===== src/rtl/monolith_perm_stream_tx.sv =====
// monolith_perm_stream_tx: buffers whole permutation states in a chunk FIFO and serialises each onto AXI-Stream.
// Optional MONOLITH_TX_PERF_CNT_EN builds the sent-state and stall counters; otherwise both ports read 0.
module monolith_perm_stream_tx #(
  parameter int C_M_AXIS_TDATA_WIDTH = 31,
  parameter int CHUNK_SIZE = 16,
  parameter int CHUNK_COUNT = 2
) (
  input  logic M_AXIS_ACLK,
  input  logic M_AXIS_ARESETN,
  input  logic [CHUNK_SIZE-1:0][C_M_AXIS_TDATA_WIDTH-1:0] chunk_in,
  input  logic chunk_valid,
  output logic chunk_ready,
  output logic M_AXIS_TVALID,
  output logic [C_M_AXIS_TDATA_WIDTH-1:0] M_AXIS_TDATA,
  output logic [C_M_AXIS_TDATA_WIDTH/8-1:0] M_AXIS_TSTRB,
  output logic M_AXIS_TLAST,
  input  logic M_AXIS_TREADY,
  output logic busy,
  output logic [31:0] tx_chunk_cnt,
  output logic [31:0] tx_stall_cnt
);
  localparam int PW = CHUNK_COUNT > 1 ? $clog2(CHUNK_COUNT) : 1;
  localparam int CW = $clog2(CHUNK_COUNT + 1);
  localparam int BW = CHUNK_SIZE > 1 ? $clog2(CHUNK_SIZE) : 1;
  typedef enum logic {IDLE, SEND} state_t;
  state_t state, state_nx;
  logic [CHUNK_SIZE-1:0][C_M_AXIS_TDATA_WIDTH-1:0] mem [CHUNK_COUNT];
  logic [PW-1:0] wr_ptr, rd_ptr;
  logic [CW-1:0] count, count_nx;
  logic [BW-1:0] beat_idx;
  logic rst_q, push, pop, last, beat_hs;
  function automatic logic [PW-1:0] nxt(input logic [PW-1:0] p);
    return p == PW'(CHUNK_COUNT - 1) ? '0 : p + PW'(1);
  endfunction
  assign last = beat_idx == BW'(CHUNK_SIZE - 1);
  assign beat_hs = state == SEND && M_AXIS_TREADY;
  assign pop = beat_hs && last;
  // rst_q holds off enqueue until the first clock after reset release
  assign chunk_ready = rst_q && count < CW'(CHUNK_COUNT);
  assign push = chunk_valid && chunk_ready;
  assign count_nx = count + CW'(push) - CW'(pop);
  assign M_AXIS_TSTRB = '1;
  always_ff @(posedge M_AXIS_ACLK or negedge M_AXIS_ARESETN)
    if (!M_AXIS_ARESETN) rst_q <= 1'b0;
    else rst_q <= 1'b1;
  always_ff @(posedge M_AXIS_ACLK)
    if (push) mem[wr_ptr] <= chunk_in;
  always_ff @(posedge M_AXIS_ACLK or negedge M_AXIS_ARESETN)
    if (!M_AXIS_ARESETN) state <= IDLE;
    else state <= state_nx;
  always_ff @(posedge M_AXIS_ACLK or negedge M_AXIS_ARESETN)
    if (!M_AXIS_ARESETN) begin
      wr_ptr <= '0;
      rd_ptr <= '0;
      count <= '0;
      beat_idx <= '0;
    end else begin
      count <= count_nx;
      if (push) wr_ptr <= nxt(wr_ptr);
      if (beat_hs) beat_idx <= last ? '0 : beat_idx + BW'(1);
      if (pop) rd_ptr <= nxt(rd_ptr);
    end
  // back-to-back states stay in SEND so the stream has no bubble between packets
  always_comb begin
    state_nx = state;
    if (state == IDLE) state_nx = count != '0 ? SEND : IDLE;
    else if (pop) state_nx = count_nx != '0 ? SEND : IDLE;
  end
  always_comb begin
    M_AXIS_TVALID = state == SEND;
    M_AXIS_TLAST = state == SEND && last;
    M_AXIS_TDATA = mem[rd_ptr][beat_idx];
    busy = count != '0 || state == SEND;
  end
`ifdef MONOLITH_TX_PERF_CNT_EN
  logic [31:0] chunk_cnt_q, stall_cnt_q;
  always_ff @(posedge M_AXIS_ACLK or negedge M_AXIS_ARESETN)
    if (!M_AXIS_ARESETN) begin
      chunk_cnt_q <= '0;
      stall_cnt_q <= '0;
    end else begin
      if (pop) chunk_cnt_q <= chunk_cnt_q + 32'd1;
      if (M_AXIS_TVALID && !M_AXIS_TREADY) stall_cnt_q <= stall_cnt_q + 32'd1;
    end
  assign tx_chunk_cnt = chunk_cnt_q;
  assign tx_stall_cnt = stall_cnt_q;
`else
  assign tx_chunk_cnt = '0;
  assign tx_stall_cnt = '0;
`endif
endmodule


===== config.mk =====
export PLATFORM = sky130hd
export DESIGN_NAME = monolith_perm_stream_tx
export DESIGN_NICKNAME = d
export VERILOG_FILES = /design/src/rtl/monolith_perm_stream_tx.sv
export SDC_FILE = /design/constraint.sdc
export NUM_CORES = 1
export LEC_CHECK = 0
export BUFFER_PORTS_ARGS = -buffer_cell sky130_fd_sc_hd__buf_2
export CORE_ASPECT_RATIO = 1.5
export CORE_MARGIN = 4
export CORE_UTILIZATION = 61
export CTS_CLUSTER_SIZE = 28
export DETAILED_ROUTE_END_ITERATION = 6
export GPL_TIMING_DRIVEN = 1
export HOLD_SLACK_MARGIN = 0.08
export MAX_ROUTING_LAYER = met4
export PLACE_DENSITY_LB_ADDON = 0.08
export REMOVE_ABC_BUFFERS = 1
export SYNTH_ARGS = -nofsm -noshare
export SYNTH_HDL_FRONTEND = slang
export SYNTH_SLANG_ARGS = --single-unit
export TNS_END_PERCENT = 100

===== constraint.sdc =====
create_clock -name M_AXIS_ACLK -period 72.5 [get_ports M_AXIS_ACLK]
set_clock_uncertainty 0.15 [all_clocks]
set_input_delay 3.625 -clock M_AXIS_ACLK [delete_from_list [all_inputs] [get_ports M_AXIS_ACLK]]
set_output_delay 3.625 -clock M_AXIS_ACLK [all_outputs]
set_load 0.02 [all_outputs]

Word-level counts from Yosys, hierarchy flattened
Memories as Yosys holds them, arrays and structs flattened.
Cells that the tools add are included.
{"block": "word_totals", "register_bits": 10, "mem_count": 1, "output_inout_bits": 102, "word_cells": 34, "ram_bits": 992}
{"block": "classes", "order_cmp": 2, "n_addsub": 5, "reduce_logical": 8, "n_eq_ne": 1, "mux": 11}
{"name": "mem", "depth": 2, "width": 496, "read_ports": 1, "rd_ports_with_merged_regs": 0, "write_ports": 1, "line": "27", "source": "logic [CHUNK_SIZE-1:0][C_M_AXIS_TDATA_WIDTH-1:0] mem [CHUNK_COUNT];"}
{"operator": "binary-select mux 31 bit (select 4 bit)", "count": 1}
{"operator": "2-to-1 mux 31 bit", "count": 1}
{"operator": "2-to-1 mux 1 bit", "count": 8}
{"operator": "logical AND 1 bit", "count": 5}
{"operator": "less-than comparator 4 x 5 -> 1 bit, second input constant", "count": 1}
{"operator": "adder 4 x 1 -> 4 bit, second input constant", "count": 1}
{"operator": "== test 4 bit, second input constant", "count": 1}
{"operator": "2-to-1 mux 4 bit", "count": 1}
{"operator": "nonzero test 2 bit", "count": 2}
{"operator": "adder 1 bit, second input constant", "count": 2}
{"operator": "adder 2 x 1 -> 2 bit", "count": 1}
{"operator": "less-than comparator 2 bit, second input constant", "count": 1}
{"operator": "subtractor 2 x 1 -> 2 bit", "count": 1}
{"operator": "logical OR 1 bit", "count": 1}

Logic depth before layout (Yosys ltp)
Gate-level depths: netlist of run 1.
{"block": "logic_depth", "ltp_word": 9, "ltp_mapped": 9}

Least setup slack after synthesis of run 1
OpenSTA, ideal clock, no wires.
{"block": "synth_path", "path_kind": "in2reg", "from": "in chunk_valid", "to": "mem mem[0][0] (netlist name), enable pin", "arrival_ns": 24.335, "path_buffers": 0, "path_stages": 2, "setup_slack_ns": 46.646, "path_cell_list": "nand2_1 > nor2_1"}
{"block": "synth_via", "elab_chain_cells": 3}
{"item": "start: declaration", "line": "11", "source": "input logic chunk_valid,"}
{"item": "logical AND 1 bit", "line": "40", "source": "assign push = chunk_valid && chunk_ready;"}
{"item": "2-to-1 mux 1 bit", "line": "47", "source": "if (push) mem[wr_ptr] <= chunk_in;"}
{"item": "2-to-1 mux 1 bit (implied by the code)", "line": "47"}
{"item": "end: declaration", "line": "27"}
No other way between the ends.

Worst setup path after layout of run 1
{"block": "layout_path", "from": "reg beat_idx[0]", "to": "out M_AXIS_TDATA[11]"}
{"block": "layout_via", "elab_chain_cells": 2}
{"item": "start: declaration", "line": "30", "source": "logic [BW-1:0] beat_idx;"}
{"item": "start signal: assignment", "line": "60", "source": "if (beat_hs) beat_idx <= last ? '0 : beat_idx + BW'(1);"}
{"item": "binary-select mux 31 bit (select 4 bit)", "line": "72", "source": "M_AXIS_TDATA = mem[rd_ptr][beat_idx];"}
{"item": "2-to-1 mux 31 bit (implied by the code)", "line": "72"}
{"item": "end: declaration", "line": "14", "source": "output logic [C_M_AXIS_TDATA_WIDTH-1:0] M_AXIS_TDATA,"}
No other way between the ends. The select of a mux whose other input is x is not followed.

==> results.ini, run 1 <==
[logic_synthesis]
synth_seq_area_share_pct = 76.1
synthTopCellsByArea = edfxtp_1 (75%), mux2i_1 (13%), a22oi_1 (2.4%)
synth.avg_cell_area_um2 = 18.0
synth-edff-count = 992
synth_area_leader_cell = edfxtp_1
synth_area_um2 = 39500
ys.warnings.count = 0
async_reset_ff_share_pct = 0.998
ys.flop_type = edfxtp_1
synthTopCellsByCount = edfxtp_1 (992), mux2i_1 (496), a22oi_1 (124)
synth_top_area_share_pct = 75.5
yosysMostFrequentCell = edfxtp_1
syn_inst = 2195
ys_ff_latch = 1002
ys_types = 34

[clock_network]
cts_tree = done
h-tree-depth = 3
cts_resized = 0
clk_path_buf_depth = 3
post_cts_buffers = 0
clockRootBuffer = clkbuf_16
clk_latency_ns = 0.64
cts_buffers = 90
clk_pin_slew_ns = 0.06
cts_hold_buffers = 0
clkSinkCount = 1002

[floorplan]
rows = 114
fp.dieW_um = 216
start_util_pct = 61.4
dieArea_um2 = 68900
num_io_pins = 602
coreArea_um2 = 64300
die_h_um = 320

[detailed_routing]
ant_nets = 0
wire_per_inst_um = 25.2
num_vias = 21737
first_pass_iters = 5
drcViolationCount = 0
drtIter0Drc = 1892
routed_wl_um = 94200
viasPerCell = 5.82

[finish]
area_growth_pct = 14.8
post-route-util_pct = 70.5
fill_cells = 4289
nNetsFinal = 3224
fin_area_um2 = 45300
multi_input_area_um2 = 8340
drive_gt1_share_pct = 24.8
ff_latch_area_um2 = 30000

[run]
maxCapViolCount = 0

[placement]
hpwl_um = 59300
dp_slack_ns = 63.75
finalWeightedCongestion = 0.830
numPortBuffers = 534
place_area_um2 = 42400

[setup_path]
cp.arrival_ns = 5.67
end_kind = primary output
crit_chain = buf_4, buf_4, buf_4, mux2i_1, a22o_1, nor3_1, a31oi_1, nand3_1, buf_2
critPathKind = flip-flop to primary output
crit_path_frequent_cell = buf_4
cp_slowest_stage_delay_ns = 1.06
cp_max_fo = 61
cpMaxStageDelayCell = dfrtp_4
startpoint_type = flip-flop
worstPathRequired_ns = 68.73

[timing]
setup_ws_ns = 63.06
relSlewSlack_pct = 22.7
final.period_utilization_pct = 13.0
period_minus_slack_ns = 9.44
worst_pin_slew_ns = 1.16
setup_violations = 0
whs_ns = 0.400
rsz0062_at_grt = no
finalMaxSlewViolations = 0
final-hold-violation-count = 0
fmax_mhz = 106
tns_ns = 0

[pwr]
p_leak_uw = 0.0166
power_density_nw_per_um2 = 35.3
peakVddDrop_uv = 29.4

[min_path]
hold_path.class = flip-flop to flip-flop

[run_status]
status = finished, final reports clean

[grt]
grt_pass1_vias = 22875
grt_pass1_wl_um = 136000
grt_antenna_before_repair = 86
track_usage_pct = 27.3
grt_max_degree = 191
grt_overflow = 0

## kinds of logic (layout without fill, tap and decap cells)
kind of cell    Yosys count  in the layout  synth area share (%)
compound gates          284            284                  5.10
xor+xnor                  7              7                 0.155
fa+ha+maj                 2              2                0.0634
buf+inv                 192            720                  3.50
flops                  1002           1002                  76.1
mux                     497            497                  12.6
other cells               2            146                0.0190
simple gates            209            209                  2.47
## report_power, final
part	switching [uW]	internal, uW	leakage [uW]
Clock	199	250	0.00135
Sequential	20.5	707	0.00914
Combinational	280	146	0.00614
## per-layer routing
layer  routed length [um]  vias to the layer above  part of all wire [%]  track usage (%)
met1                34700                    10886                    37             31.3
li1                     -                     9779                     -                -
met3                 7910                      179                   8.4             8.00
met2                47900                      893                    51             44.6
met5                    0                        -                     0                -
met4                 3650                        0                   3.9             13.1
## placed cells by master (no fill, tap or decap), drive strengths merged, types with 3 or more instances in the layout
| cell | n |
|---|---|
| a22oi | 124 |
| diode | 78 |
| nor2 | 3 |
| buf | 561 |
| a21oi | 63 |
| edfxtp | 992 |
| xnor2 | 5 |
| a22o | 62 |
| dfrtp | 10 |
| a31oi | 31 |
| conb | 68 |
| clkinv | 39 |
| nor2b | 3 |
| bufinv | 6 |
| mux2i | 496 |
| inv | 3 |
| clkbuf | 111 |
| nand3 | 96 |
| nor3 | 31 |
| nand2 | 68 |
## path summary, 6_finish.rpt
path	from	endpoint	slack (ns)	depth (start not counted)
min in group asynchronous	M_AXIS_ARESETN	wr_ptr	2.69	1
setup / recovery	beat_idx[0]	M_AXIS_TDATA[11]	63.06	9
max in group asynchronous	M_AXIS_ARESETN	beat_idx[0]	69.29	1
hold / removal	count[0]	count[0]	0.40	1
setup reg to reg	count[1]	mem[0][60]	68.32	5
hold reg to reg	count[0]	count[0]	0.40	1
## final cells by class
type / count / area share [%]
clock inverters: 48 / 0.905
diodes: 78 / 0.431
flip-flops and latches: 1002 / 66.3
repair buffers: 561 / 6.45
multi-input cells: 1067 / 18.4
clock buffers: 111 / 5.14
well taps: 870 / 2.40
## through the flow
step,total power [uW],cells
3_5_place_dp,1160,3500
5_1_grt,1670,3734
6_report,1600,3737
2_1_floorplan,1200,2069
3_3_place_gp,1150,3500
4_1_cts,1610,3659
## worst max-delay path: cells and delay by family (launching register included)
kind,cells,cell delay [ns]
AO/OA/AOI/OAI,2,0.39
buffers and inverters,4,2.94
flip-flops,1,1.06
multiplexers,1,0.27
AND/OR/NAND/NOR,2,0.16
## flip-flops by register name, summed over array words and instances, names as in the netlist
name,cells
beat_idx,4
rst_q,1
count,2
rd_ptr,1
M_AXIS_TVALID,1
wr_ptr,1
mem,992
Note: power is estimated with default switching activity, not from simulation.
==> run 2, diff against run 1 <==
--- a/config.mk
+++ b/config.mk
@@ -5,10 +5,11 @@
 export SDC_FILE = /design/constraint.sdc
 export NUM_CORES = 1
 export LEC_CHECK = 0
+export ABC_AREA = 1
 export BUFFER_PORTS_ARGS = -buffer_cell sky130_fd_sc_hd__buf_2
 export CORE_ASPECT_RATIO = 1.5
 export CORE_MARGIN = 4
-export CORE_UTILIZATION = 61
+export CORE_UTILIZATION = 52
 export CTS_CLUSTER_SIZE = 28
 export DETAILED_ROUTE_END_ITERATION = 6
 export GPL_TIMING_DRIVEN = 1
==> constraint.sdc (replaced) <==
create_clock -name M_AXIS_ACLK -period 8.05 [get_ports M_AXIS_ACLK]
set_clock_uncertainty 0.15 [all_clocks]
set_input_delay 0.4025 -clock M_AXIS_ACLK [delete_from_list [all_inputs] [get_ports M_AXIS_ACLK]]
set_output_delay 0.4025 -clock M_AXIS_ACLK [all_outputs]
set_load 0.02 [all_outputs]
==> run 2 against run 1 <==
Compared with the run above: routed wire length increased by 20%; global-route usage shrank 0.10 points; combinational power grew to 12 times the previous value; worst hold slack worse by 0.068 ns; sequential power grew to 9.1 times the previous value; largest power group unchanged; synthesized area grew 3.1%; via count up 36%; die area up 20%; register-to-register slack worse by 64 ns; non-clock buffer count rose by 504; critical path depth rose by 2; sequential cell count did not move.
==> results.ini, run 2 <==
[timing]
whs_ns = 0.332  ; -0.0678 ns
tns_ns = 0  ; unchanged
relSlewSlack_pct = 27.5  ; +4.8 points
worst_pin_slew_ns = 1.09  ; -0.0693 ns
period_minus_slack_ns = 5.08
setup_violations = 0  ; unchanged
final.period_utilization_pct = 63.1
rsz0062_at_grt = no
finalMaxSlewViolations = 0  ; unchanged
fmax_mhz = 197
final-hold-violation-count = 0  ; unchanged

[grt]
grt_pass1_vias = 29140  ; +27%
grt_pass1_wl_um = 169000  ; +24%
grt_overflow = 0  ; unchanged
grt_antenna_before_repair = 52  ; -40%
track_usage_pct = 27.2  ; -0.10 points
grt_max_degree = 209  ; +9.4%

[floorplan]
rows = 125  ; +9.6%
coreArea_um2 = 77600  ; +21%
num_io_pins = 602  ; unchanged
dieArea_um2 = 82900  ; +20%
start_util_pct = 52.5  ; -8.9 points
fp.dieW_um = 236  ; +9.6%
die_h_um = 351  ; +9.7%

[finish]
top_regs = mem (992), beat_idx (4), count (2)
layout_common_cells = nand2_1 (1404), edfxtp_1 (992), nand3_1 (749)
regMostFlops = mem
layout_commonest_cell = nand2_1
post-route-util_pct = 67.0  ; -3.5 points
area_growth_pct = 27.6
drive_gt1_share_pct = 15.7  ; -9.1 points
nNetsFinal = 4914  ; +52%
largest_reg_flops = 992  ; unchanged

[detailed_routing]
first_pass_iters = 6  ; +1
drtIter0Drc = 2408  ; +27%
viasPerCell = 5.32  ; -8.6%
routed_wl_um = 113000  ; +20%
num_vias = 29563  ; +36%
ant_nets = 0  ; unchanged
wire_per_inst_um = 20.4  ; -19%
drcViolationCount = 0  ; unchanged

[setup_path]
r2r-start = beat_idx[0]
critPathKind = flip-flop to primary output
reg2reg_slack_ns = 4.02  ; -64.30 ns
startpoint_type = flip-flop
cp.arrival_ns = 4.53  ; -1.14 ns
crit_start = rd_ptr
worstPathRequired_ns = 7.50  ; -61.23 ns
end_kind = primary output
cp_max_fo = 208  ; +240%

[clock_network]
post_cts_buffers = 0  ; unchanged
clk_latency_ns = 0.64  ; about the same
cts_tree = done
clk_path_buf_depth = 3  ; unchanged
clockRootBuffer = clkbuf_16
clkSinkCount = 1002  ; unchanged
clk_pin_slew_ns = 0.06  ; about the same
h-tree-depth = 3  ; unchanged
cts_buffers = 92  ; +2.2%

[pwr]
p_leak_uw = 0.0205  ; +23%
peakVddDrop_uv = 283  ; +860%
power_density_nw_per_um2 = 311  ; +780%

[logic_synthesis]
synth.avg_cell_area_um2 = 11.7  ; -35%
synthTopCellsByCount = nand2_1 (1404), edfxtp_1 (992), nand3_1 (749)
ys_ff_latch = 1002  ; unchanged
synthTopCellsByArea = edfxtp_1 (73%), nand2_1 (13%), nand3_1 (9.2%)
ys.flop_type = edfxtp_1
async_reset_ff_share_pct = 0.998  ; unchanged
synth_seq_area_share_pct = 73.8  ; -2.3 points
synth_area_um2 = 40700  ; +3.1%
synth-edff-count = 992  ; unchanged
synth_area_leader_cell = edfxtp_1
yosysMostFrequentCell = nand2_1
synth_top_area_share_pct = 73.2  ; -2.3 points
ys_types = 17  ; -50%
ys.warnings.count = 0  ; unchanged
syn_inst = 3465  ; +58%

[min_path]
min_from = chunk_in[51]
hold_path.class = primary input to flip-flop

[placement]
numPortBuffers = 534  ; unchanged
finalWeightedCongestion = 0.781  ; -5.9%
hpwl_um = 63200  ; +6.6%

[run_status]
status = finished, final reports clean

[run]
maxCapViolCount = 0  ; unchanged

-- run 2: cell count changes in the layout (fill, tap and decap cells not counted), sizes merged, moves of 9 or more --
cell / previous run / this run
a22o: 62 / 0
nand3: 96 / 749
nor3: 31 / 0
a31oi: 31 / 0
inv: 3 / 12
a22oi: 124 / 0
a21oi: 63 / 0
mux2i: 496 / 0
diode: 78 / 61
nand2: 68 / 1404
dlygate4sd3: 0 / 500
-- run 2: power breakdown --
part / switching, uW / internal, uW / leakage [uW]
Sequential: 253 / 6380 / 0.00914
Combinational: 3650 / 1530 / 0.00987
Clock: 1860 / 2510 / 0.00146
Total: 5760 / 10400 / 0.0205
-- run 2: path summary, 6_finish.rpt --
| kind | endpoint | depth (start not counted) |
|---|---|---|
| setup / recovery | M_AXIS_TDATA[8] | 11 |
| setup reg to reg | M_AXIS_TVALID | 11 |
| min in group asynchronous | rst_q | 3 |
| max in group asynchronous | rd_ptr | 3 |
| hold / removal | mem[0][51] | 2 |
| hold reg to reg | count[0] | 1 |
-- run 2: cells by family (layout without fill, tap and decap cells) --
logic type / after synthesis / after routing / share of synthesized area [%]
buffers and inverters: 290 / 1243 / 3.75
adder cells (fa/ha/maj): 2 / 2 / 0.0615
AO/OA/AOI/OAI: 4 / 4 / 0.0553
flip-flops: 1002 / 1002 / 73.8
AND/OR/NAND/NOR: 2161 / 2161 / 22.2
XOR/XNOR: 4 / 4 / 0.0861
other: 2 / 129 / 0.0184
-- run 2: area by class of cell --
| class | count | area [um2] |
|---|---|---|
| diodes | 61 | 153 |
| clock buffers | 114 | 2490 |
| clock inverters | 52 | 493 |
| fillers | 5789 | 25600 |
| inverters | 12 | 66.3 |
| multi-input cells | 2239 | 9400 |
| flip-flops and latches | 1002 | 30100 |
| well taps | 1016 | 1270 |
| repair buffers | 1065 | 8010 |
-- run 2: critical path, cell delays in order, from the launching register on --
cell and delay (ns):
dfrtp_4 0.77, inv_8 0.79, buf_12 0.73, nand2_1 0.12, nand3_1 0.14, nand3_1 0.10, nand2_1 0.11, nand2_1 0.13
nand2_1 0.14, nand2_1 0.06, nand2_1 0.20, buf_2 0.21
-- run 2: per-stage QoR --
| stage | instance area [um2] | total power [uW] | std cells | setup slack, ns |
|---|---|---|---|---|
| finish | 51900 | 16200 | 5561 | 2.97 |
| global placement | 43800 | 11700 | 4834 | 3.76 |
| CTS | 51800 | 16300 | 5500 | 3.04 |
| detailed placement | 43800 | 11700 | 4834 | 3.74 |
| floorplan | 39500 | 10900 | 3253 | -14.98 |
| global route | 51900 | 17100 | 5553 | 2.74 |
-- run 2: timing repair --
item	in CTS	in global routing
endpoints found under the hold margin	1006	0
gates resized for setup	0	0
endpoints found under the setup margin	0	0
hold buffers	500	0
-- run 2: per-layer routing --
layer | part of all wire (%) | GRT usage (%) | vias up
met4 | 3.6 | 10.3 | 0
met5 | 0 | - | -
li1 | - | - | 13911
met2 | 50 | 44.3 | 1232
met1 | 39 | 34.7 | 14189
met3 | 7.3 | 4.84 | 231
